===== config.mk =====
export PLATFORM = sky130hd
export DESIGN_NAME = imm_encoder
export DESIGN_NICKNAME = d
export VERILOG_FILES = /design/src/rtl/imm_encoder.sv
export SDC_FILE = /design/constraint.sdc
export NUM_CORES = 1
export LEC_CHECK = 0
export CAP_MARGIN = 20
export CORE_MARGIN = 4
export CORE_UTILIZATION = 40
export CTS_CLUSTER_DIAMETER = 80
export CTS_CLUSTER_SIZE = 8
export DETAILED_ROUTE_END_ITERATION = 8
export GPL_TIMING_DRIVEN = 0
export PLACE_DENSITY = 0.73
export SLEW_MARGIN = 20
export SYNTH_ARGS = -nofsm -noshare
export SYNTH_HDL_FRONTEND = slang
export SYNTH_SLANG_ARGS = --single-unit

===== constraint.sdc =====
create_clock -name clk -period 2 [get_ports clk]
set_clock_uncertainty 0.2 [all_clocks]
set_input_delay 0.3 -clock clk [delete_from_list [all_inputs] [get_ports clk]]
set_output_delay 0.3 -clock clk [all_outputs]
set_load 0.02 [all_outputs]

===== src/rtl/imm_encoder.sv =====
// ============================================================================
// Module   : imm_encoder
// Brief    : Packs 8-bit constants into 6-bit immediate fields: one field when
//            the value survives sign/zero extension, otherwise prefix + low.
// Revision : 1.0 - initial release
// ============================================================================
`default_nettype none

module imm_encoder #(
    parameter int CNT_W = 8
) (
    input  logic             clk,
    input  logic             rst,
    input  logic             in_valid,
    output logic             in_ready,
    input  logic             CS,
    input  logic [7:0]       value,
    output logic             out_valid,
    input  logic             out_ready,
    output logic [5:0]       imm,
    output logic             prefix,
    output logic             last,
    output logic [CNT_W-1:0] ovf_count
);

    localparam logic [1:0] c_IDLE = 2'd0;
    localparam logic [1:0] c_ONE  = 2'd1;
    localparam logic [1:0] c_PFX  = 2'd2;
    localparam logic [1:0] c_LOW  = 2'd3;

    localparam logic [CNT_W-1:0] c_OVF_MAX = {CNT_W{1'b1}};

    logic [1:0] r_state;
    logic [1:0] w_state_nxt;
    logic [5:0] r_low;
    logic       w_accept;
    logic       w_fit;
    logic       w_out_valid_nxt;
    logic [5:0] w_imm_nxt;
    logic       w_prefix_nxt;
    logic       w_last_nxt;

    assign in_ready = !rst && ((r_state == c_IDLE) ||
                               (((r_state == c_ONE) || (r_state == c_LOW)) && out_ready));
    assign w_accept = in_valid && in_ready;

    // The first field is emitted straight from the incoming value, so the fit
    // decision and the upper bits are consumed at accept; only value[5:0] is kept.
    assign w_fit = CS ? ((value[7] == value[6]) && (value[6] == value[5]))
                      : (value[7:6] == 2'b00);

    always_ff @(posedge clk or posedge rst) begin
        if (rst) begin
            r_state <= c_IDLE;
        end else begin
            r_state <= w_state_nxt;
        end
    end

    always_comb begin
        w_state_nxt = r_state;
        if (w_accept) begin
            w_state_nxt = w_fit ? c_ONE : c_PFX;
        end else begin
            case (r_state)
                c_IDLE:       w_state_nxt = c_IDLE;
                c_PFX:        w_state_nxt = out_ready ? c_LOW : c_PFX;
                c_ONE, c_LOW: w_state_nxt = out_ready ? c_IDLE : r_state;
                default:      w_state_nxt = c_IDLE;
            endcase
        end
    end

    always_comb begin
        w_out_valid_nxt = out_valid;
        w_imm_nxt       = imm;
        w_prefix_nxt    = prefix;
        w_last_nxt      = last;
        if (w_accept) begin
            w_out_valid_nxt = 1'b1;
            if (w_fit) begin
                w_imm_nxt    = value[5:0];
                w_prefix_nxt = 1'b0;
                w_last_nxt   = 1'b1;
            end else begin
                w_imm_nxt    = {4'b0000, value[7:6]};
                w_prefix_nxt = 1'b1;
                w_last_nxt   = 1'b0;
            end
        end else if (out_ready) begin
            case (r_state)
                c_PFX: begin
                    w_out_valid_nxt = 1'b1;
                    w_imm_nxt       = r_low;
                    w_prefix_nxt    = 1'b0;
                    w_last_nxt      = 1'b1;
                end
                c_ONE, c_LOW: w_out_valid_nxt = 1'b0;
                default:      w_out_valid_nxt = 1'b0;
            endcase
        end
    end

    always_ff @(posedge clk or posedge rst) begin
        if (rst) begin
            out_valid <= 1'b0;
            imm       <= 6'd0;
            prefix    <= 1'b0;
            last      <= 1'b0;
            r_low     <= 6'd0;
        end else begin
            out_valid <= w_out_valid_nxt;
            imm       <= w_imm_nxt;
            prefix    <= w_prefix_nxt;
            last      <= w_last_nxt;
            if (w_accept) begin
                r_low <= value[5:0];
            end
        end
    end

    always_ff @(posedge clk or posedge rst) begin
        if (rst) begin
            ovf_count <= '0;
        end else if (w_accept && !w_fit && (ovf_count != c_OVF_MAX)) begin
            ovf_count <= ovf_count + 1'b1;
        end
    end

endmodule

`default_nettype wire


* Word level (Yosys, flattened, before mapping)
Cells that the tools add are included.
** Operators by class
- $add $sub $neg :: 1
- Equal/unequal tests :: 7
- Muxes and demuxes :: 21
- Reductions and logical operators :: 16
** Operator list (count)
- 2-to-1 mux 6 bit :: 4
- 2-to-1 mux 1 bit :: 13
- adder 8 x 1 -> 8 bit (second input constant) :: 1
- inequality test 8 bit (second input constant) :: 1
- logical AND 1 bit :: 6
- 2-to-1 mux 2 bit :: 3
- one-hot mux 2 bit (3 select lines) :: 1
- == test 2 bit (second input constant) :: 2
- zero test 2 bit :: 2
- nonzero test 2 bit :: 2
- inequality test 3 bit (second input constant) :: 1
- == test 1 bit :: 2
- == test 2 x 1 -> 1 bit (second input constant) :: 1
- zero test 1 bit :: 2
- logical OR 1 bit :: 2
- AND reduction 2 bit :: 1
- OR reduction 2 bit :: 1
** Storage, ports and cells
- Register bits :: 25
- Input port bits :: 13

* Depth between registers and ports, before layout
- Depth after elaboration :: 8
- Depth in mapped cells :: 6
- Depth with buffers taken out :: 6

* Worst setup path after synthesis
Ideal clock, no wire load.
- Path type :: in2reg
- Start point :: in value[6]
- End point :: reg ovf_count[1]
- Library setup time :: 0.128 ns
- Arrival :: 1.515 ns
- Required time :: 1.672 ns
- Path slack :: 0.157 ns
- Stages :: 6
- Path buffers :: 0
- Cells stage by stage :: inv_1 -> ha_1 -> nand2b_1 -> o21ai_4 -> nor3_2 -> mux2_1
** Between the ends
- Cells in the longest elaborated chain, start to end :: 6
- Elaborated cells between the ends (all ways) :: 8
- Those cells by class :: eq/ne (2); mux (1); reduce/logical (5)
** RTL lines
- start: declaration :: line 17 : input logic [7:0] value,
- == test 1 bit :: line 49 : assign w_fit = CS ? ((value[7] == value[6]) && (value[6] == value[5]))
- logical AND 1 bit :: line 49
- 2-to-1 mux 1 bit (*) :: line 49
- zero test 1 bit (*) :: line 125 : end else if (w_accept && !w_fit && (ovf_count != c_OVF_MAX)) begin
- logical AND 1 bit (*) (2 in series) :: line 125
- end signal: assignment :: line 126 : ovf_count <= ovf_count + 1'b1;
- end: declaration :: line 23 : output logic [CNT_W-1:0] ovf_count
Every way passes the cells marked *; elsewhere a longest branch is shown, timed or not.
A chain may end at the register's enable or synchronous reset.

* Worst setup path in the final report
- Start point :: reg ovf_count[6]
- End point :: out ovf_count[6]
No word-level cell between the ends.

==> metrics <==
Die ar.=4320 um2; path type of the worst setup path=reg -> out; HPWL after detailed placement=around 2300 um; H-tree Lvls=1; switching part of the total=40.9%; DRC Markers=0; first-pass GRT wire length=5600 um; Comb pwr share=47.6%; sequential area share after synthesis=46.9%; final critical-path required period=approximately 1.9 ns; ordered cell list for the critical path=clkdlybuf4s50_1; ratio of routed vias to standard cells=between 5 and 6; Critical Path Max Stage Delay=0.64 ns; worst slack at placement=-0.996 ns; placeable core area=3130 um2; ratio of total power to cell area=1220 nW/um2; path type of the worst min-delay path=in -> async; RSZ-0062 raised after global routing=no; number of clock sinks=25; final wirelength=3140 um; Area Overhead vs Synth=34.0%; switching power total=0.893 mW; final count of hold timing violations=0; number of standard-cell rows in the floorplan=20; Worst IR Drop VDD=0.559 mV; maximum clock insertion buffer count=2; clock slew at the register clock pins of the worst setup and hold paths=0.15 ns; post-detailed-route count of antenna-violating nets=0; gate count of the mapped netlist=138; clock root buffer=sky130_fd_sc_hd__clkbuf_4; endpoint type of the worst setup path=output pin; Int Power=1.29 mW; total overflow reported by the global router=0; Yosys Warn Count=0; Detailed Route Iter0 Violations=36; cell with the biggest individual delay on the critical path=sky130_fd_sc_hd__clkdlybuf4s50_1; number of top-level pins=31; Final period util=96.4%; achievable frequency=519 MHz; final weighted congestion of routability-driven global placement=0.752; reported max-cap violation count=0; Clk network pwr share=11.1%; data required time at the worst endpoint=1.50 ns; total number of vias=1155; startpoint class of the critical path=flop; Final #Nets=approximately 190; largest net degree at the start of global routing=16; First-pass DRT Iterations=4; Post-Syn Area per Cell=9.66 um2; clock latency of the later-clocked register in the worst-skew pair=0.33 ns; final-report setup violation count=0; overall power after layout=2.18 mW; static leakage=0.753 nW; fraction of final layout cells sized beyond drive strength 1=16.9%; Async SR Flop Fraction=100%; cell family with most CP delay=buffers and inverters; starting density of the core=about 43%; antenna violations before repair=0; number of diodes=0; TritonCTS buffer count=3; Synth cell types=38; via count of the first global-routing pass=1275; Chip Width=65.7 um; Buf+Inv Stages, Crit Path=1; worst-case headroom to the max-slew limit=55.2%; Reg power frac=41.4%; total routing usage reported by global routing=16.2%; post-synth design cell area=about 1300 um2; net count after synthesis=153; result of the run=finished clean; number of buffer cells added on primary ports=30; Post-synth EDFFs=0; maximum fanout count along the critical path=6; clock tree from TritonCTS=built; Synth Register Bits=25; setup TNS=0 ns; worst endpoint data arrival time=1.43 ns; worst slew pin tran=0.669 ns; drt wl/cell=14.2 um; max-slew violation count=0; die boundary height=65.7 um; Primary FF master, synth=sky130_fd_sc_hd__dfrtp_1; worst setup slack after layout=slightly above 0.07 ns
## per-stage QoR
| step | cells | util [%] | hold WS (ns) | cell area, um2 |
|---|---|---|---|---|
| 3_5_place_dp | 212 | 54.0 | 0.256 | 1690 |
| 5_1_grt | 221 | 57.1 | 0.0563 | 1790 |
| 4_1_cts | 221 | 57.1 | 0.0303 | 1790 |
| 3_3_place_gp | 212 | 54.0 | 0.243 | 1690 |
| 2_1_floorplan | 138 | - | 0.133 | 1330 |
| 6_report | 221 | 57.1 | 0.0440 | 1790 |
## path summary, 6_finish.rpt
path                            slack, ns  cells past startpoint                        to                      from
worst max-delay path                 0.07                      1              ovf_count[6]  ovf_count[6]$_DFFE_PP0P_
worst min-delay path                 0.04                      3  ovf_count[6]$_DFFE_PP0P_                       rst
worst max register to register       0.15                      5  ovf_count[1]$_DFFE_PP0P_  ovf_count[0]$_DFFE_PP0P_
worst min register to register       0.28                      2      r_low[5]$_DFFE_PP0P_      r_low[5]$_DFFE_PP0P_
max in group asynchronous            1.17                      2  ovf_count[2]$_DFFE_PP0P_                       rst
min in group clk                     0.26                      2     out_valid$_DFFE_PP0P_                 out_ready
## registers in the layout, summed over array words and instances, names as in the netlist
name       cells
ovf_count      8
prefix         1
r_low          6
r_state        2
out_valid      1
last           1
imm            6
## kinds of logic (layout without fill, tap and decap cells)
group | Yosys count | count (layout) | synth area share [%]
AO/OA/AOI/OAI | 33 | 33 | 16.7
XOR/XNOR | 5 | 5 | 3.85
adder cells (fa/ha/maj) | 2 | 2 | 1.88
buffers and inverters | 10 | 49 | 3.19
flip-flops | 25 | 25 | 46.9
multiplexers | 2 | 2 | 1.69
AND/OR/NAND/NOR | 61 | 61 | 25.7
## placed cells by master, fill, tap and decap left out, drive strengths merged, types with 2 or more instances in the layout
master         count
xor2               4
nand2             20
nor4b              3
inv                7
nor4               2
and3               2
clkbuf             4
nand4              2
o21a               2
clkdlybuf4s50     25
nor2b              3
nor2              12
a21oi             10
mux2               2
nand3              9
clkinvlp           3
dlygate4sd2        4
nand2b             3
ha                 2
dfrtp             25
a31oi              5
o21ai              8
buf                6
nor3               3
## cell usage after synthesis, types with 2 or more instances
cell type	number	area (um2)
sky130_fd_sc_hd__dfrtp_1	25	626
sky130_fd_sc_hd__inv_1	8	30.0
sky130_fd_sc_hd__nor4b_2	2	30.0
sky130_fd_sc_hd__nor4_2	2	25.0
sky130_fd_sc_hd__nor2b_1	3	18.8
sky130_fd_sc_hd__mux2_1	2	22.5
sky130_fd_sc_hd__nand2b_1	3	18.8
sky130_fd_sc_hd__o21ai_0	7	35.0
sky130_fd_sc_hd__nand2_1	20	75.1
sky130_fd_sc_hd__nand3_1	8	40.0
sky130_fd_sc_hd__and3_1	2	12.5
sky130_fd_sc_hd__a31oi_1	5	31.3
sky130_fd_sc_hd__o21a_1	2	15.0
sky130_fd_sc_hd__xor2_1	3	26.3
sky130_fd_sc_hd__ha_1	2	25.0
sky130_fd_sc_hd__a21oi_1	10	50.1
sky130_fd_sc_hd__nand4_1	2	12.5
sky130_fd_sc_hd__nor2_1	11	41.3
sky130_fd_sc_hd__nor3_1	2	10.0
## power groups by stage
stage | registers (mW) | clock network (mW) | logic, mW
finish | 0.903 | 0.241 | 1.04
global route | 0.940 | 0.260 | 1.13
CTS | 0.904 | 0.243 | 1.05
detailed placement | 0.911 | 0 | 1.03
global placement | 0.897 | 0 | 1.00
floorplan | 1.06 | 0 | 0.408
## final cells by class
| class | count | area (um2) |
|---|---|---|
| clock inverter | 1 | 7.51 |
| timing repair buffer | 34 | 320 |
| inverter | 8 | 33.8 |
| clock buffer | 3 | 22.5 |
| fill | 283 | 1340 |
| timing repair inverter | 1 | 5.00 |
| tap | 44 | 55.1 |
| sequential | 25 | 627 |
| multi-input combinational | 103 | 702 |
| buffer | 2 | 12.5 |
## repair_timing
| action | in CTS | in global routing |
|---|---|---|
| resized for setup | 12 | 4 |
| setup endpoints to repair | 18 | 2 |
| hold buffers | 0 | 0 |
| pin swaps | 1 | 0 |
| setup buffers | 4 | 0 |
| cloned | 1 | 0 |
## metal layers
metal  track usage [%]  vias to the layer above  routed length (um)
met3              1.54                        5                 109
met2              29.4                       27                1580
met1              19.7                      552                1400
li1                  -                      571                   -
met4              5.44                        0                  49
met5                 0                        -                   0
Power figures use the tool's default switching activity.
